### src/rtl/wb_pkg.sv
// Shared writeback definitions: register-file widths, load-return buffer
// sizing and the buffered entry layout.
package wb_pkg;

  localparam int DATA_WIDTH = 16;
  localparam int REG_ADDR_W = 3;
  localparam int DEPTH      = 2;
  localparam int PTR_W      = (DEPTH > 1) ? $clog2(DEPTH) : 1;
  localparam int CNT_W      = PTR_W + 1;

  typedef struct packed {
    logic                  valid;
    logic [REG_ADDR_W-1:0] regsel;
    logic [DATA_WIDTH-1:0] data;
  } wb_entry_t;

endpackage

### src/rtl/wb_arbiter_if.sv
// Bus bundle between the result sources (ALU, memory unit) on the master
// side and the writeback arbiter on the slave side, including the RF port.
interface wb_arbiter_if;
  import wb_pkg::*;

  logic                  alu_valid;
  logic [REG_ADDR_W-1:0] alu_regsel;
  logic [DATA_WIDTH-1:0] alu_data;
  logic                  ld_valid;
  logic                  ld_ready;
  logic [REG_ADDR_W-1:0] ld_regsel;
  logic [DATA_WIDTH-1:0] ld_data;
  logic [REG_ADDR_W-1:0] writeregsel;
  logic [DATA_WIDTH-1:0] writedata;
  logic                  write;
  logic                  busy;
  logic                  err;

  modport master (
    output alu_valid, alu_regsel, alu_data, ld_valid, ld_regsel, ld_data,
    input  ld_ready, writeregsel, writedata, write, busy, err
  );

  modport slave (
    input  alu_valid, alu_regsel, alu_data, ld_valid, ld_regsel, ld_data,
    output ld_ready, writeregsel, writedata, write, busy, err
  );

endinterface

### src/rtl/wb_buf.sv
// Circular FIFO holding load returns that lost arbitration to the ALU.
// Entries can be invalidated in place by a younger ALU write to the same
// register; an invalidated entry keeps its slot until it is popped.
module wb_buf
  import wb_pkg::*;
(
  input  logic                  clk,
  input  logic                  rst,
  input  logic                  push_i,
  input  wb_entry_t             push_entry_i,
  input  logic                  pop_i,
  input  logic                  kill_en_i,
  input  logic [REG_ADDR_W-1:0] kill_regsel_i,
  output wb_entry_t             head_o,
  output logic [CNT_W-1:0]      count_o
);

  wb_entry_t        entries_q [DEPTH];
  logic [PTR_W-1:0] wr_ptr_q;
  logic [PTR_W-1:0] rd_ptr_q;
  logic [CNT_W-1:0] count_q;
  logic             do_push;
  logic             do_pop;

  assign do_push = push_i && (count_q != CNT_W'(DEPTH));
  assign do_pop  = pop_i && (count_q != '0);
  assign head_o  = entries_q[rd_ptr_q];
  assign count_o = count_q;

  // Kill matching entries, then push at tail so a fresh entry overrides a kill on its slot.
  always_ff @(posedge clk) begin
    if (!rst) begin
      for (int i = 0; i < DEPTH; i++) entries_q[i] <= '0;
      wr_ptr_q <= '0;
      rd_ptr_q <= '0;
      count_q  <= '0;
    end else begin
      for (int i = 0; i < DEPTH; i++) begin
        if (kill_en_i && (entries_q[i].regsel == kill_regsel_i)) entries_q[i].valid <= 1'b0;
      end
      if (do_push) begin
        entries_q[wr_ptr_q] <= push_entry_i;
        wr_ptr_q            <= wr_ptr_q + PTR_W'(1);
      end
      if (do_pop) rd_ptr_q <= rd_ptr_q + PTR_W'(1);
      count_q <= count_q + CNT_W'(do_push) - CNT_W'(do_pop);
    end
  end

endmodule

### src/rtl/wb_arbiter.sv
// Writeback arbiter driving the register file's single write port.
// ALU results always win; load returns are bypassed when nothing else is
// pending, otherwise buffered and drained on idle ALU cycles. A younger ALU
// write kills older buffered loads to the same register.
module wb_arbiter
  import wb_pkg::*;
(
  input logic        clk,
  input logic        rst,
  wb_arbiter_if.slave bus
);

  wb_entry_t             head;
  wb_entry_t             push_entry;
  logic [CNT_W-1:0]      count;
  logic [CNT_W-1:0]      count_next;
  logic                  ld_accept;
  logic                  buf_empty;
  logic                  pop;
  logic                  push;
  logic                  bypass;

  logic                  write_q, write_d;
  logic [REG_ADDR_W-1:0] regsel_q, regsel_d;
  logic [DATA_WIDTH-1:0] data_q, data_d;
  logic                  ready_q, ready_d;
  logic                  hold_q;
  logic [REG_ADDR_W-1:0] hold_regsel_q;
  logic [DATA_WIDTH-1:0] hold_data_q;
  logic                  err_q, err_d;

  wb_buf u_buf (
    .clk           (clk),
    .rst           (rst),
    .push_i        (push),
    .push_entry_i  (push_entry),
    .pop_i         (pop),
    .kill_en_i     (bus.alu_valid),
    .kill_regsel_i (bus.alu_regsel),
    .head_o        (head),
    .count_o       (count)
  );

  // Pick this cycle's writer (ALU, buffer head, bypassed load, none) and compute next-state values.
  always_comb begin
    write_d    = 1'b0;
    regsel_d   = '0;
    data_d     = '0;
    push_entry = '0;

    ld_accept = bus.ld_valid && ready_q;
    buf_empty = (count == '0);
    pop       = !bus.alu_valid && !buf_empty;
    bypass    = !bus.alu_valid && buf_empty && ld_accept;
    push      = ld_accept && !bypass;

    push_entry.valid  = !(bus.alu_valid && (bus.ld_regsel == bus.alu_regsel));
    push_entry.regsel = bus.ld_regsel;
    push_entry.data   = bus.ld_data;

    if (bus.alu_valid) begin
      write_d  = 1'b1;
      regsel_d = bus.alu_regsel;
      data_d   = bus.alu_data;
    end else if (pop) begin
      write_d  = head.valid;
      regsel_d = head.regsel;
      data_d   = head.data;
    end else if (bypass) begin
      write_d  = 1'b1;
      regsel_d = bus.ld_regsel;
      data_d   = bus.ld_data;
    end

    count_next = count + CNT_W'(push) - CNT_W'(pop);
    ready_d    = (count_next < CNT_W'(DEPTH));
    err_d      = err_q || (hold_q && (!bus.ld_valid || (bus.ld_regsel != hold_regsel_q) ||
                                     (bus.ld_data != hold_data_q)));
  end

  // Register RF outputs, ready flag and the stalled-load snapshot used by the protocol check.
  always_ff @(posedge clk) begin
    if (!rst) begin
      write_q       <= 1'b0;
      regsel_q      <= '0;
      data_q        <= '0;
      ready_q       <= 1'b0;
      hold_q        <= 1'b0;
      hold_regsel_q <= '0;
      hold_data_q   <= '0;
      err_q         <= 1'b0;
    end else begin
      write_q       <= write_d;
      regsel_q      <= regsel_d;
      data_q        <= data_d;
      ready_q       <= ready_d;
      hold_q        <= bus.ld_valid && !ready_q;
      hold_regsel_q <= bus.ld_regsel;
      hold_data_q   <= bus.ld_data;
      err_q         <= err_d;
    end
  end

  assign bus.ld_ready    = ready_q;
  assign bus.write       = write_q;
  assign bus.writeregsel = regsel_q;
  assign bus.writedata   = data_q;
  assign bus.busy        = (count != '0) || write_q;
  assign bus.err         = err_q;

endmodule

### src/flat_wrapper.sv
// flat-port wrapper written by rule: the top's interface ports become plain ports
module wb_arbiter_flat import wb_pkg::*;
  (clk, rst, bus_alu_valid, bus_alu_regsel, bus_alu_data, bus_ld_valid, bus_ld_regsel, bus_ld_data, bus_ld_ready, bus_writeregsel, bus_writedata, bus_write, bus_busy, bus_err);
  wb_arbiter_if bus_i ();
  input logic clk;
  input logic rst;
  input wire logic [$bits(bus_i.alu_valid)-1:0] bus_alu_valid;
  input wire logic [$bits(bus_i.alu_regsel)-1:0] bus_alu_regsel;
  input wire logic [$bits(bus_i.alu_data)-1:0] bus_alu_data;
  input wire logic [$bits(bus_i.ld_valid)-1:0] bus_ld_valid;
  input wire logic [$bits(bus_i.ld_regsel)-1:0] bus_ld_regsel;
  input wire logic [$bits(bus_i.ld_data)-1:0] bus_ld_data;
  output wire logic [$bits(bus_i.ld_ready)-1:0] bus_ld_ready;
  output wire logic [$bits(bus_i.writeregsel)-1:0] bus_writeregsel;
  output wire logic [$bits(bus_i.writedata)-1:0] bus_writedata;
  output wire logic [$bits(bus_i.write)-1:0] bus_write;
  output wire logic [$bits(bus_i.busy)-1:0] bus_busy;
  output wire logic [$bits(bus_i.err)-1:0] bus_err;
  assign bus_i.alu_valid = bus_alu_valid;
  assign bus_i.alu_regsel = bus_alu_regsel;
  assign bus_i.alu_data = bus_alu_data;
  assign bus_i.ld_valid = bus_ld_valid;
  assign bus_i.ld_regsel = bus_ld_regsel;
  assign bus_i.ld_data = bus_ld_data;
  assign bus_ld_ready = bus_i.ld_ready;
  assign bus_writeregsel = bus_i.writeregsel;
  assign bus_writedata = bus_i.writedata;
  assign bus_write = bus_i.write;
  assign bus_busy = bus_i.busy;
  assign bus_err = bus_i.err;
  wb_arbiter u_core (.clk(clk), .rst(rst), .bus(bus_i));
endmodule
### config.mk
export PLATFORM = sky130hd
export DESIGN_NAME = wb_arbiter_flat
export DESIGN_NICKNAME = d
export VERILOG_FILES = /design/src/rtl/wb_pkg.sv /design/src/rtl/wb_arbiter_if.sv /design/src/rtl/wb_buf.sv /design/src/rtl/wb_arbiter.sv /design/src/flat_wrapper.sv
export SDC_FILE = /design/constraint.sdc
export NUM_CORES = 1
export LEC_CHECK = 0
export BUFFER_PORTS_ARGS = -buffer_cell sky130_fd_sc_hd__buf_2
export CORE_MARGIN = 8
export CORE_UTILIZATION = 56
export DETAILED_ROUTE_END_ITERATION = 7
export PLACE_DENSITY = 0.79
export SKIP_LAST_GASP = 1
export SYNTH_ARGS = -nofsm -noshare
export SYNTH_HDL_FRONTEND = slang
export SYNTH_SLANG_ARGS = --single-unit
### constraint.sdc
create_clock -name clk -period 3.25 [get_ports clk]
set_input_delay 0.65 -clock clk [delete_from_list [all_inputs] [get_ports clk]]
set_output_delay 0.65 -clock clk [all_outputs]
set_load 0.01 [all_outputs]
# After elaboration in Yosys (flattened, before gate mapping)
# Memory sizes are Yosys's and may differ from the RTL's. A register that Yosys moved wholly into a read port is not among the register bits.
# Index checks and enable logic that the tools add are counted.
# op_classes
muxes	23
n_bitwise	2
n_lt_le_gt_ge	1
n_eq_ne	6
add_sub_neg	6
n_reduce_logical	24
# ops
cell	count
16-bit two-way mux	3
1-bit two-way mux	17
16-bit inequality test	1
1-bit logical AND	12
3-bit equality test	3
3-bit two-way mux	3
1-bit zero test	6
2-bit by 1-bit adder with 2-bit output	2
1-bit logical OR	4
2-bit by 1-bit subtractor with 2-bit output	2
3-bit inequality test	1
1-bit adder (second input constant)	2
2-bit zero test	1
2-bit < comparator (second input constant)	1
2-bit inequality test (second input constant)	1
1-bit OR	2
2-bit nonzero test	1
# word_totals
input_bits	42
wordCells	74
mem_bits_rw	40
ff_bits	46
output_inout_bits	23
n_memories	1
# mem_list
memory	words	width	rd	rd_ports_with_merged_regs	write_ports	line_no	rtl
u_core.u_buf.entries_q	2	20	3	1	3	wb_buf.sv:18	wb_entry_t entries_q [DEPTH];

# Depth between registers and ports, before layout
# Gate-level depths: netlist of run 1.
# logic_depth
depth_word	9
depth_mapped	9
mapped_depth_nobuf	8

# Cells and area by module
# Synthesis of run 1 repeated with hierarchy kept, for this count alone.
# hier_totals
hier_cells	341
hier_area_um2	3901.2
# modules_own_cells
mod	cells_per_inst	area_per_inst_um2	seq_area_each_um2	instances
wb_buf	163	2072.0	1301.2	1
wb_arbiter	178	1829.3	840.8	1

# Worst setup path before layout of run 1
# OpenSTA, ideal clock, no wires.
# synth_timing
path_type	input port to flip-flop
start	in bus_alu_valid
end	mem u_core.u_buf.entries_q[0][19] (netlist bit) (enable)
n_path_buf	1
slack_ns	0.718
setup_time_ns	0.299
path_stages	5
required_time_ns	2.951
arrival_ns	2.233
cell_sequence	buf_2 > nor2b_1 > o21ai_1 > o21ai_1 > a41o_1
# synth_rtl
element	line_no	rtl
start, declared	flat_wrapper.sv:7	input wire logic [$bits(bus_i.alu_valid)-1:0] bus_alu_valid;
end, declared	wb_buf.sv:18	

# Worst setup path in the final report of run 1
# layout_timing
start	reg u_core.u_buf.count_q[1], in the netlist u_core.u_buf.count_o[1]
end	reg u_core.data_q[8], in the netlist u_core.bus.writedata[8]
# layout_between
elab_chain_len	6
elab_cells_between_ends	8
cone_classes	mux (3); reduce/logical (5)
# layout_lines
element	line_no	rtl
start, declared	wb_buf.sv:21	logic [CNT_W-1:0] count_q;
start signal, assigned	wb_buf.sv:46	count_q <= count_q + CNT_W'(do_push) - CNT_W'(do_pop);
2-bit zero test (*)	wb_arbiter.sv:52	buf_empty = (count == '0);
1-bit logical AND (2 in series)	wb_arbiter.sv:54	bypass = !bus.alu_valid && buf_empty && ld_accept;
16-bit two-way mux	wb_arbiter.sv:69	end else if (bypass) begin
16-bit two-way mux (*)	wb_arbiter.sv:65	end else if (pop) begin
16-bit two-way mux (*)	wb_arbiter.sv:61	if (bus.alu_valid) begin
end signal, assigned	wb_arbiter.sv:95	data_q <= data_d;
end, declared	wb_arbiter.sv:25	logic [DATA_WIDTH-1:0] data_q, data_d;
# Mark *: on every way between the ends. The rest lies on a longest branch, timed or not.
# A chain may end at the register's enable or synchronous reset.

==> impl_metrics.sql, run 1 <==
INSERT INTO impl_metrics (metric_group, metric, value, unit) VALUES
('yosys', 'synth_enable_flop_cells', '40', ''),
('yosys', 'synth_seq_cells', '87', ''),
('detailed_routing', 'routed_wirelength', '8370', 'um'),
('worst_setup_path', 'worstReg2RegEnd', 'u_core.bus.writedata[8]', ''),
('detailed_routing', 'dr_total_vias', '2629', ''),
('clock_tree', 'worst_skew_pair.late_latency', '0.35', 'ns'),
('power_and_ir_drop', 'design_power_total', '3.02', 'mW'),
('clock_tree', 'clock_tree.buffer_depth', '2', ''),
('place', 'buffer_ports.inserted', '64', ''),
('timing', 'fmax', '452', 'MHz'),
('run_status', 'status', 'finished, final reports clean', ''),
('worst_setup_path', 'crit-reg2reg-launch', 'u_core.u_buf.count_o[1]', ''),
('yosys', 'yosysUniqueCellTypes', '34', ''),
('floorplanning', 'placementRows', '30', ''),
('min_path', 'holdPathStages', '1', ''),
('worst_setup_path', 'ff2ff_setup_slack', '1.04', 'ns'),
('clock_tree', 'cts_tree', 'done', ''),
('timing', 'grt_setup_unrepaired', 'false', ''),
('worst_setup_path', 'reg2reg_depth', '4', ''),
('yosys', 'synth_cells', '337', ''),
('clock_tree', 'post_cts_hold_buffer_count', '0', ''),
('clock_tree', 'cts_root_buffer', 'sky130_fd_sc_hd__clkbuf_8', ''),
('worst_setup_path', 'cp-start-kind', 'flip-flop', ''),
('timing', 'max_slew.worst_pin.slew', '0.893', 'ns'),
('timing', 'final.period_utilization', '68.1', '%'),
('finish', 'drive_gt1_share', '22.2', '%'),
('timing', 'maxSlewHeadroom', '40.5', '%'),
('flow_run', 'timing.max_cap.violations', '0', ''),
('timing', 'timing.final.hold_violations', '0', ''),
('power_and_ir_drop', 'power.leakage', '1.95', 'nW'),
('yosys', 'synth_sequential_area_ratio', '55.5', '%'),
('yosys', 'post_synth.cell_area_avg', '11.4', 'um2'),
('place', 'place_hpwl', '5560', 'um'),
('finish', 'antenna_diode_count', '0', ''),
('clock_tree', 'cts_clock_pin_slew_for_the_worst_setup_and_hold_paths', '0.08', 'ns'),
('min_path', 'hold_end', 'u_core.hold_q', ''),
('yosys', 'synthesis.yosys.warnings', '0', ''),
('power_and_ir_drop', 'pwr-share-comb', '24.6', '%'),
('power_and_ir_drop', 'total_switching_power', '0.855', 'mW'),
('yosys', 'yosys.area.top_type_share', '31.1', '%'),
('grt', 'grt_overflow_total', '0', ''),
('worst_setup_path', 'cp_data_required_time', '3.54', 'ns'),
('detailed_routing', 'vias_per_cell', '5.41', ''),
('detailed_routing', 'drtIter0Drc', '160', ''),
('yosys', 'synthesis.nets', '382', ''),
('clock_tree', 'ctsResizeCount', '0', ''),
('clock_tree', 'total_cts_buffers', '9', ''),
('power_and_ir_drop', 'power.switching_fraction', '28.3', '%'),
('place', 'placedInstanceArea', '4250', 'um2'),
('detailed_routing', 'avgRoutedWirePerCell', '17.2', 'um'),
('timing', 'timing.hold.ws', '0.451', 'ns'),
('yosys', 'synth.cell_area', '3860', 'um2'),
('power_and_ir_drop', 'cellInternalPower', '2.17', 'mW'),
('worst_setup_path', 'setup.worst_path.class', 'reg2reg', ''),
('grt', 'grt_antenna_before_repair', '0', ''),
('grt', 'grt.total_usage', '17.9', '%'),
('finish', 'fill_cells', '528', ''),
('grt', 'grt_pass1_vias', '2760', ''),
('finish', 'final_design_area_no_fill', '4500', 'um2'),
('yosys', 'synth-async-reset-ratio', '0', '%'),
('grt', 'pin_count_of_the_biggest_net_entering_global_routing', '46', ''),
('floorplanning', 'fp.dieH', '99.0', 'um'),
('finish', 'nets', '446', ''),
('detailed_routing', 'drc', '0', ''),
('floorplanning', 'floorplan.initialDensity', '57.4', '%'),
('timing', 'fin_skew', '0.00803', 'ns'),
('place', 'routabilityCongestion', '0.783', ''),
('floorplanning', 'die_w', '99.0', 'um'),
('grt', 'global_route_wire_length_before_repair', '13700', 'um'),
('power_and_ir_drop', 'power.share.sequential', '45.2', '%'),
('timing', 'setup_tns', '0', 'ns');
## cell usage in the layout (no fill, tap or decap), types with 2 or more instances in the layout
| cell | netlist | layout |
|---|---|---|
| sky130_fd_sc_hd__mux2i_1 | 19 | 19 |
| sky130_fd_sc_hd__edfxtp_1 | 40 | 40 |
| sky130_fd_sc_hd__buf_4 | 0 | 9 |
| sky130_fd_sc_hd__xnor2_1 | 28 | 28 |
| sky130_fd_sc_hd__bufinv_16 | 0 | 3 |
| sky130_fd_sc_hd__and2_1 | 65 | 65 |
| sky130_fd_sc_hd__nand2b_1 | 20 | 20 |
| sky130_fd_sc_hd__xor2_1 | 6 | 6 |
| sky130_fd_sc_hd__nand4_1 | 4 | 4 |
| sky130_fd_sc_hd__clkbuf_1 | 12 | 2 |
| sky130_fd_sc_hd__and3_1 | 19 | 19 |
| sky130_fd_sc_hd__clkbuf_8 | 0 | 11 |
| sky130_fd_sc_hd__buf_2 | 5 | 64 |
| sky130_fd_sc_hd__a211o_1 | 19 | 19 |
| sky130_fd_sc_hd__nor2b_1 | 4 | 4 |
| sky130_fd_sc_hd__nor3_1 | 2 | 2 |
| sky130_fd_sc_hd__dfxtp_1 | 47 | 47 |
| sky130_fd_sc_hd__nor2_1 | 22 | 22 |
| sky130_fd_sc_hd__nand2_1 | 2 | 2 |
| sky130_fd_sc_hd__a41o_1 | 2 | 2 |
| sky130_fd_sc_hd__ha_1 | 3 | 3 |
## per-layer routing
| metal | part of all wire, % | global-route usage (%) | wire length [um] | vias up |
|---|---|---|---|---|
| li1 | - | - | - | 1280 |
| met1 | 43 | 21.5 | 3620 | 1278 |
| met4 | 1.5 | 7.56 | 125 | 0 |
| met5 | 0 | 0 | 0 | - |
| met3 | 4.8 | 4.23 | 406 | 9 |
| met2 | 50 | 29.7 | 4220 | 62 |
## power by group through the flow
stage	clock network, mW	registers (mW)	logic, mW
finish	0.914	1.36	0.745
global route	0.971	1.38	0.823
CTS	0.928	1.36	0.749
detailed placement	0	1.39	0.736
global placement	0	1.38	0.715
floorplan	0	1.37	0.518
## sequential cells by signal (all words and copies together) (netlist names), named ones only
name	count
u_core.u_buf.entries_q	40
u_core.bus.writedata	16
u_core.hold_data_q	16
u_core.bus.writeregsel	3
u_core.hold_regsel_q	3
u_core.u_buf.count_o	2
u_core.bus.err	1
u_core.bus.ld_ready	1
u_core.bus.write	1
u_core.hold_q	1
u_core.u_buf.rd_ptr_q	1
u_core.u_buf.wr_ptr_q	1
## worst max-delay path: stages (launching register included)
cell and delay (ns):
sky130_fd_sc_hd__dfxtp_1 0.40, sky130_fd_sc_hd__nor2_2 0.54, sky130_fd_sc_hd__and2_1 0.81, sky130_fd_sc_hd__a211o_1 0.24, sky130_fd_sc_hd__and3_1 0.16
## worst max-delay path by stage
stage / start / to / slack [ns] / cells after the start
final: u_core.u_buf.count_o[1] / u_core.bus.writedata[8] / 1.04 / 4
after detailed placement: bus_alu_valid / u_core.u_buf.count_o[1] / 0.92 / 9
after global placement: bus_alu_valid / u_core.u_buf.count_o[1] / 0.96 / 9
after floorplan: bus_alu_valid / u_core.u_buf.entries_q[0][19] / 0.72 / 5
after CTS: u_core.u_buf.count_o[1] / u_core.bus.writedata[8] / 1.05 / 4
after global routing: u_core.u_buf.count_o[1] / u_core.bus.writedata[7] / 0.90 / 4
## logic make-up (layout without fill, tap and decap cells)
family / count (synthesis) / in the layout / synth area share (%)
mux: 21 / 21 / 5.51
xor+xnor: 34 / 34 / 7.72
simple gates: 143 / 143 / 21.6
compound gates: 28 / 28 / 6.03
flops: 87 / 87 / 55.5
fa+ha+maj: 3 / 3 / 0.973
buf+inv: 21 / 90 / 2.59
## through the flow
| step | setup WS (ns) | utilization, % |
|---|---|---|
| global placement | 0.965 | 63.3 |
| finish | 1.04 | 67.0 |
| floorplan | 0.718 | - |
| global route | 0.897 | 67.0 |
| detailed placement | 0.917 | 63.3 |
| CTS | 1.05 | 67.0 |
## synth_stat cells (2+ instances only)
library cell                n
sky130_fd_sc_hd__ha_1       3
sky130_fd_sc_hd__edfxtp_1  40
sky130_fd_sc_hd__buf_6      2
sky130_fd_sc_hd__xor2_1     6
sky130_fd_sc_hd__buf_2      5
sky130_fd_sc_hd__nor2_1    22
sky130_fd_sc_hd__dfxtp_1   47
sky130_fd_sc_hd__nor2b_1    4
sky130_fd_sc_hd__and2_1    65
sky130_fd_sc_hd__and3_1    19
sky130_fd_sc_hd__nand2_1    2
sky130_fd_sc_hd__nand2b_1  20
sky130_fd_sc_hd__a211o_1   19
sky130_fd_sc_hd__clkbuf_1  12
sky130_fd_sc_hd__xnor2_1   28
sky130_fd_sc_hd__o21ai_1    2
sky130_fd_sc_hd__nand4_1    4
sky130_fd_sc_hd__nor3_1     2
sky130_fd_sc_hd__mux2i_1   19
sky130_fd_sc_hd__a41o_1     2
## cell type report
cell class	count	area, um2	share of cell area (%)
timing repair buffer	73	388	8.62
clock buffer	13	159	3.53
tap	80	100	2.22
sequential	87	2140	47.6
clock inverter	3	90.1	2.00
multi-input combinational	229	1620	36.0
inverter	1	3.75	0.0834
No activity file was read; power rests on OpenSTA's default activity.
==> run 2, diff against run 1 <==
--- a/config.mk
+++ b/config.mk
@@ -5,6 +5,7 @@
 export SDC_FILE = /design/constraint.sdc
 export NUM_CORES = 1
 export LEC_CHECK = 0
+export ABC_AREA = 1
 export BUFFER_PORTS_ARGS = -buffer_cell sky130_fd_sc_hd__buf_2
 export CORE_MARGIN = 8
 export CORE_UTILIZATION = 56
==> constraint.sdc (replaced) <==
create_clock -name clk -period 2.1 [get_ports clk]
set_input_delay 0.42 -clock clk [delete_from_list [all_inputs] [get_ports clk]]
set_output_delay 0.42 -clock clk [all_outputs]
set_load 0.01 [all_outputs]
==> impl_metrics.sql, run 2 <==
INSERT INTO impl_metrics (metric_group, metric, value, unit) VALUES
('detailed_routing', 'route.layer.met1.wl', '4020', 'um'),
('power_and_ir_drop', 'power_per_cell_area', '943', 'nW/um2'),
('timing', 'final.period_utilization', '86.8', '%'),
('power_and_ir_drop', 'power.leakage', '2.29', 'nW'),
('floorplanning', 'floorplan.initialDensity', '58.3', '%'),
('timing', 'fmax', '548', 'MHz'),
('timing', 'maxSlewHeadroom', '55.7', '%'),
('place', 'dpl.cell_count', '627', ''),
('yosys', 'yosys.area.top_type_share', '30.2', '%'),
('finish', 'most-common-layout-cells', 'sky130_fd_sc_hd__nand2_1 (168), sky130_fd_sc_hd__buf_2 (64), sky130_fd_sc_hd__inv_1 (62)', ''),
('finish', 'nets', '587', ''),
('clock_tree', 'worst_skew_pair.late_latency', '0.36', 'ns'),
('detailed_routing', 'routed_wirelength', '9550', 'um'),
('clock_tree', 'clock_tree.buffer_depth', '2', ''),
('floorplanning', 'placeableCoreArea', '6830', 'um2'),
('floorplanning', 'die_w', '100', 'um'),
('detailed_routing', 'vias_per_cell', '5.08', ''),
('detailed_routing', 'drc', '0', ''),
('yosys', 'synth_enable_flop_cells', '40', ''),
('finish', 'antenna_diode_count', '0', ''),
('yosys', 'synth_cells', '473', ''),
('flow_run', 'timing.max_cap.violations', '0', ''),
('grt', 'grt.total_usage', '19.5', '%'),
('finish', 'most_frequent_standard_cell_in_the_layout_excluding_fill_and_tap_cells', 'sky130_fd_sc_hd__nand2_1', ''),
('yosys', 'synth_seq_cells', '87', ''),
('detailed_routing', 'detail_route.first_pass.iterations', '6', ''),
('finish', 'largest_register_ffs', '40', ''),
('timing', 'grt_setup_unrepaired', 'false', ''),
('timing', 'setup_tns', '0', 'ns'),
('worst_setup_path', 'crit_path_cell_trace', 'nor2_4 > inv_2 > nor2_4 > inv_6 > nand3_4 > ha_1 > inv_1 > ha_1 > xor2_1 > o21ai_0 > a21oi_1', ''),
('finish', 'area_occupied_by_registers', '2140', 'um2'),
('grt', 'global_route_wire_length_before_repair', '15400', 'um'),
('worst_setup_path', 'cpPeakStageDelay', '0.46', 'ns'),
('finish', 'area_growth_syn_to_layout', '15.8', '%'),
('yosys', 'synth-async-reset-ratio', '0', '%'),
('power_and_ir_drop', 'worst_vdd_rail_ir_drop', '0.462', 'mV'),
('finish', 'post_layout_instance_count_excluding_filler_cells', '643', ''),
('worst_setup_path', 'setup.worst_path.class', 'reg2reg', ''),
('yosys', 'yosys-top-cells-count', 'sky130_fd_sc_hd__nand2_1 (168), sky130_fd_sc_hd__inv_1 (62), sky130_fd_sc_hd__dfxtp_1 (47), sky130_fd_sc_hd__edfxtp_1 (40), sky130_fd_sc_hd__nor2_1 (38)', ''),
('worst_setup_path', 'ff2ff_setup_slack', '0.28', 'ns'),
('clock_tree', 'total_cts_buffers', '9', ''),
('clock_tree', 'cts_setup_buffers', '0', ''),
('worst_setup_path', 'crit_path_top_delay_cell', 'sky130_fd_sc_hd__dfxtp_1', ''),
('worst_setup_path', 'critPathBufInv', '3', ''),
('floorplanning', 'fp.dieH', '100', 'um'),
('floorplanning', 'design.portCount', '65', ''),
('worst_setup_path', 'cp-start-kind', 'flip-flop', ''),
('clock_tree', 'cts_root_buffer', 'sky130_fd_sc_hd__clkbuf_8', ''),
('yosys', 'synth_sequential_area_ratio', '53.8', '%'),
('worst_setup_path', 'endpoint_kind', 'flip-flop', ''),
('place', 'buffer_ports.inserted', '64', ''),
('detailed_routing', 'met2_wirelength', '4660', 'um'),
('detailed_routing', 'avgRoutedWirePerCell', '14.8', 'um'),
('timing', 'timing.final.setup_violations', '0', ''),
('clock_tree', 'ctsResizeCount', '0', ''),
('yosys', 'yosysUniqueCellTypes', '30', ''),
('yosys', 'synthesis.yosys.warnings', '0', ''),
('grt', 'grt_antenna_before_repair', '0', ''),
('detailed_routing', 'route.top_layer_used', 'met4', ''),
('min_path', 'hold_class', 'in2reg', ''),
('clock_tree', 'cts_tree', 'done', ''),
('worst_setup_path', 'cp_data_required_time', '2.35', 'ns'),
('detailed_routing', 'drtIter0Drc', '177', ''),
('timing', 'fin_skew', '0.00958', 'ns'),
('finish', 'multi_input_comb_area', '1480', 'um2'),
('finish', 'drive_gt1_share', '24.1', '%'),
('place', 'routabilityCongestion', '0.844', ''),
('grt', 'grt_pass1_vias', '3247', ''),
('clock_tree', 'post_cts_hold_buffer_count', '0', ''),
('worst_setup_path', 'path_delay_family', 'adder cells', ''),
('run_status', 'status', 'finished, final reports clean', ''),
('worst_setup_path', 'worstPathArrival', '2.07', 'ns'),
('finish', 'max_flop_register', 'u_core.u_buf.entries_q', ''),
('timing', 'max_slew.worst_pin.slew', '0.663', 'ns'),
('finish', 'fill_cells', '561', ''),
('yosys', 'post-synth-top-count-cell', 'sky130_fd_sc_hd__nand2_1', ''),
('yosys', 'dominantRegCellSynth', 'sky130_fd_sc_hd__dfxtp_1', ''),
('place', 'place_hpwl', '6670', 'um'),
('clock_tree', 'cts_num_sinks', '87', ''),
('clock_tree', 'cts_clock_pin_slew_for_the_worst_setup_and_hold_paths', '0.09', 'ns'),
('floorplanning', 'placementRows', '30', ''),
('grt', 'pin_count_of_the_biggest_net_entering_global_routing', '24', ''),
('timing', 'finalMaxSlewViolations', '0', ''),
('detailed_routing', 'antenna_violating_nets_post_route', '0', ''),
('detailed_routing', 'wl_met3', '631', 'um'),
('worst_setup_path', 'worst-path-max-fanout', '5', ''),
('yosys', 'synth.largest_area_cell', 'sky130_fd_sc_hd__edfxtp_1', ''),
('power_and_ir_drop', 'design_power_total', '4.35', 'mW'),
('yosys', 'synth.cell_area', '3980', 'um2'),
('grt', 'grt_overflow_total', '0', ''),
('timing', 'timing.final.hold_violations', '0', ''),
('timing', 'shortest_period_the_worst_path_allows', '1.82', 'ns'),
('floorplanning', 'die_area', '10100', 'um2'),
('clock_tree', 'htree_num_levels', '3', ''),
('yosys', 'synthesis.nets', '518', ''),
('yosys', 'synth.top_cells.by_area', 'sky130_fd_sc_hd__edfxtp_1 (30%), sky130_fd_sc_hd__dfxtp_1 (24%), sky130_fd_sc_hd__nand2_1 (16%)', ''),
('yosys', 'post_synth.cell_area_avg', '8.42', 'um2'),
('detailed_routing', 'dr_total_vias', '3269', '');
[run 2: changes by cell type in the layout (fill, tap and decap cells not counted), sizes merged, moves of 20 or more]
| cell | before | now |
|---|---|---|
| a21oi | 1 | 23 |
| xnor2 | 28 | 7 |
| and2 | 65 | 0 |
| nand2 | 2 | 170 |
| inv | 1 | 66 |
| nand2b | 20 | 0 |
| nor2 | 23 | 61 |
[run 2: final cells by class]
class / instances / area share [%]
flip-flops and latches: 87 / 46.4
inverters: 64 / 5.32
well taps: 96 / 2.60
multi-input cells: 303 / 32.1
clock inverters: 6 / 1.47
repair buffers: 77 / 9.06
clock buffers: 10 / 2.98
[run 2: metrics by stage]
| stage | hold WS [ns] | cell area, um2 | worst slack, ns | util, % |
|---|---|---|---|---|
| after floorplan | 0.425 | 3980 | 0.0509 | - |
| after global placement | 0.427 | 4410 | 0.237 | 64.5 |
| after detailed placement | 0.440 | 4410 | 0.198 | 64.5 |
| after CTS | 0.270 | 4610 | 0.276 | 67.5 |
| after global routing | 0.286 | 4610 | 0.0999 | 67.5 |
| final | 0.280 | 4610 | 0.277 | 67.5 |
[run 2: worst reg2reg max path, stage by stage, from the launching register on]
cell and delay [ns]:
sky130_fd_sc_hd__dfxtp_1 0.46, sky130_fd_sc_hd__nor2_4 0.08, sky130_fd_sc_hd__inv_2 0.08, sky130_fd_sc_hd__nor2_4 0.04
sky130_fd_sc_hd__inv_6 0.08, sky130_fd_sc_hd__nand3_4 0.09, sky130_fd_sc_hd__ha_1 0.30, sky130_fd_sc_hd__inv_1 0.05
sky130_fd_sc_hd__ha_1 0.18, sky130_fd_sc_hd__xor2_1 0.15, sky130_fd_sc_hd__o21ai_0 0.14, sky130_fd_sc_hd__a21oi_1 0.05
[run 2: kinds of logic (layout without fill, tap and decap cells)]
kind of cell	count (synthesis)	after routing	share of synthesized area, %
DFF	87	87	53.8
buffers and inverters	83	157	9.02
xor gates and xnor gates	9	9	1.98
adders and majority gates	3	3	0.943
AOI/OAI and AO/OA	50	50	8.64
and+or+nand+nor	241	241	25.6
[run 2: metal layers]
layer | GRT usage [%] | vias to the layer above
met5 | 0 | -
met3 | 4.22 | 17
met2 | 32.6 | 104
met4 | 9.19 | 0
li1 | - | 1613
met1 | 23.2 | 1535
[run 2: worst paths after layout]
| check | startpoint | endpoint | cells past startpoint |
|---|---|---|---|
| setup / recovery | u_core.u_buf.count_o[1] | u_core.u_buf.count_o[1] | 11 |
| hold / removal | bus_ld_data[14] | u_core.hold_data_q[14] | 3 |
| setup reg to reg | u_core.u_buf.count_o[1] | u_core.u_buf.count_o[1] | 11 |
| hold reg to reg | u_core.bus.ld_ready | u_core.hold_q | 1 |
[run 2: where the power goes]
part	switching [mW]	internal, mW	total, mW
Combinational	0.691	0.381	1.07
Sequential	0.0908	1.97	2.06
Clock	0.628	0.587	1.21
Total	1.41	2.94	4.35
==> run 3, diff against run 2 <==
--- a/config.mk
+++ b/config.mk
@@ -7,7 +7,7 @@
 export LEC_CHECK = 0
 export ABC_AREA = 1
 export BUFFER_PORTS_ARGS = -buffer_cell sky130_fd_sc_hd__buf_2
-export CORE_MARGIN = 8
+export CORE_MARGIN = 5
 export CORE_UTILIZATION = 56
 export DETAILED_ROUTE_END_ITERATION = 7
 export PLACE_DENSITY = 0.79
==> impl_metrics.sql, run 3 (synthesis gave the netlist of run 2 again) <==
INSERT INTO impl_metrics (metric_group, metric, value, unit) VALUES
('clock_tree', 'cts_clock_pin_slew_for_the_worst_setup_and_hold_paths', '0.08', 'ns'),
('place', 'placedInstanceArea', '4400', 'um2'),
('worst_setup_path', 'endpoint_kind', 'flip-flop', ''),
('finish', 'fill_cells', '556', ''),
('finish', 'antenna_diode_count', '0', ''),
('grt', 'pin_count_of_the_biggest_net_entering_global_routing', '26', ''),
('power_and_ir_drop', 'worst_vdd_rail_ir_drop', '0.543', 'mV'),
('place', 'place_hpwl', '6350', 'um'),
('worst_setup_path', 'setup.worst_path.class', 'reg2reg', ''),
('place', 'dpl.cell_count', '626', ''),
('grt', 'global_route_wire_length_before_repair', '15000', 'um'),
('run_status', 'status', 'finished, final reports clean', ''),
('timing', 'final.period_utilization', '89.9', '%'),
('worst_setup_path', 'worstPathArrival', '2.17', 'ns'),
('finish', 'nets', '586', ''),
('clock_tree', 'htree_num_levels', '3', ''),
('floorplanning', 'placementRows', '30', ''),
('worst_setup_path', 'crit_path_top_delay_cell', 'sky130_fd_sc_hd__dfxtp_1', ''),
('clock_tree', 'total_cts_buffers', '9', ''),
('timing', 'max_slew.worst_pin.slew', '0.612', 'ns'),
('floorplanning', 'design.portCount', '65', ''),
('flow_run', 'timing.max_cap.violations', '0', ''),
('detailed_routing', 'dr_total_vias', '3239', ''),
('detailed_routing', 'drc', '0', ''),
('detailed_routing', 'avgRoutedWirePerCell', '14.5', 'um'),
('finish', 'most-common-layout-cells', 'sky130_fd_sc_hd__nand2_1 (168), sky130_fd_sc_hd__buf_2 (64), sky130_fd_sc_hd__inv_1 (62)', ''),
('finish', 'final_util', '67.1', '%'),
('finish', 'drive_gt1_share', '23.8', '%'),
('finish', 'area_growth_syn_to_layout', '15.7', '%'),
('floorplanning', 'die_area', '8900', 'um2'),
('worst_setup_path', 'cp_data_required_time', '2.38', 'ns'),
('worst_setup_path', 'cpPeakStageDelay', '0.47', 'ns'),
('worst_setup_path', 'worst-path-max-fanout', '5', ''),
('clock_tree', 'clock_tree.buffer_depth', '2', ''),
('grt', 'grt_overflow_total', '0', ''),
('finish', 'max_flop_register', 'u_core.u_buf.entries_q', ''),
('grt', 'grt_antenna_before_repair', '0', ''),
('min_path', 'hold_class', 'in2reg', ''),
('clock_tree', 'cts_root_buffer', 'sky130_fd_sc_hd__clkbuf_8', ''),
('detailed_routing', 'vias_per_cell', '5.05', ''),
('timing', 'timing.final.setup_violations', '0', ''),
('worst_setup_path', 'cp-start-kind', 'flip-flop', ''),
('place', 'routabilityCongestion', '0.879', ''),
('timing', 'setup_tns', '0', 'ns'),
('clock_tree', 'cts_tree', 'done', ''),
('timing', 'grt_setup_unrepaired', 'false', ''),
('floorplanning', 'die_w', '94.3', 'um'),
('clock_tree', 'cts_num_sinks', '87', ''),
('timing', 'setup_slack', '0.212', 'ns'),
('grt', 'grt.total_usage', '22.0', '%'),
('floorplanning', 'fp.dieH', '94.3', 'um'),
('floorplanning', 'placeableCoreArea', '6870', 'um2'),
('clock_tree', 'ctsResizeCount', '0', ''),
('timing', 'finalMaxSlewViolations', '0', ''),
('timing', 'maxSlewHeadroom', '59.2', '%'),
('finish', 'largest_register_ffs', '40', ''),
('detailed_routing', 'routed_wirelength', '9310', 'um'),
('power_and_ir_drop', 'power_per_cell_area', '947', 'nW/um2'),
('finish', 'most_frequent_standard_cell_in_the_layout_excluding_fill_and_tap_cells', 'sky130_fd_sc_hd__nand2_1', ''),
('finish', 'final_design_area_no_fill', '4610', 'um2'),
('grt', 'grt_pass1_vias', '3205', ''),
('timing', 'fin_skew', '0.00578', 'ns'),
('detailed_routing', 'drtIter0Drc', '197', ''),
('finish', 'post_layout_instance_count_excluding_filler_cells', '642', ''),
('timing', 'timing.final.hold_violations', '0', ''),
('clock_tree', 'worst_skew_pair.late_latency', '0.35', 'ns'),
('floorplanning', 'floorplan.initialDensity', '58.0', '%'),
('place', 'buffer_ports.inserted', '64', ''),
('timing', 'fmax', '530', 'MHz'),
('timing', 'shortest_period_the_worst_path_allows', '1.89', 'ns'),
('worst_setup_path', 'crit_path_cell_trace', 'nor2_4 > inv_2 > nor2_4 > inv_6 > nand3_4 > ha_1 > inv_1 > ha_1 > xor2_1 > o21ai_0 > a21oi_1', ''),
('power_and_ir_drop', 'power.leakage', '2.30', 'nW'),
('detailed_routing', 'antenna_violating_nets_post_route', '0', ''),
('clock_tree', 'cts_setup_buffers', '0', ''),
('detailed_routing', 'detail_route.first_pass.iterations', '5', ''),
('clock_tree', 'post_cts_hold_buffer_count', '0', ''),
('place', 'pre_cts_ws', '0.169', 'ns');
## run 3: changes by cell type in the layout (fill, tap and decap cells not counted), sizes merged
cell	previous run	this run
clkinv	0	2
clkbuf	10	13
inv	66	64
buf	77	76
clkinvlp	3	0
## run 3: routing by layer
layer | track usage [%] | part of all wire, % | up-vias
li1 | - | - | 1607
met5 | 0 | 0 | -
met4 | 9.51 | 2.4 | 0
met2 | 37.7 | 49 | 109
met1 | 27.4 | 42 | 1501
met3 | 3.82 | 6.3 | 22
## run 3: layout make-up
class	instances	area (um2)	share of cell area [%]
Tap cell	96	120	2.61
Multi-Input combinational cell	303	1480	32.1
Sequential cell	87	2140	46.5
Inverter	64	245	5.32
Clock inverter	3	40.0	0.869
Clock buffer	13	169	3.67
Timing Repair Buffer	76	410	8.91
## run 3: worst max-delay path: cells and delay by family (launching register included)
family,cells,cell delay (ns)
buffers and inverters,3,0.24
adders and majority gates,2,0.47
xor gates and xnor gates,1,0.20
AOI/OAI and AO/OA,2,0.23
and+or+nand+nor,3,0.21
DFF,1,0.47
## run 3: worst paths after layout
path | depth (start not counted) | to | slack, ns | start
worst min register to register | 2 | u_core.bus.err | 0.45 | u_core.bus.err
worst min-delay path | 3 | u_core.hold_data_q[0] | 0.29 | bus_ld_data[0]
worst max register to register | 11 | u_core.u_buf.count_o[1] | 0.21 | u_core.u_buf.count_o[1]
worst max-delay path | 11 | u_core.u_buf.count_o[1] | 0.21 | u_core.u_buf.count_o[1]
## run 3: power by group
| part | switching, mW | internal [mW] |
|---|---|---|
| Sequential | 0.0940 | 1.97 |
| Combinational | 0.699 | 0.381 |
| Clock | 0.573 | 0.645 |
| Total | 1.37 | 3.00 |
## run 3: per-stage QoR
stage	hold slack [ns]	total power [mW]
3_3_place_gp	0.423	3.10
2_1_floorplan	0.425	2.83
5_1_grt	0.296	4.58
6_report	0.290	4.36
4_1_cts	0.281	4.37
3_5_place_dp	0.443	3.16
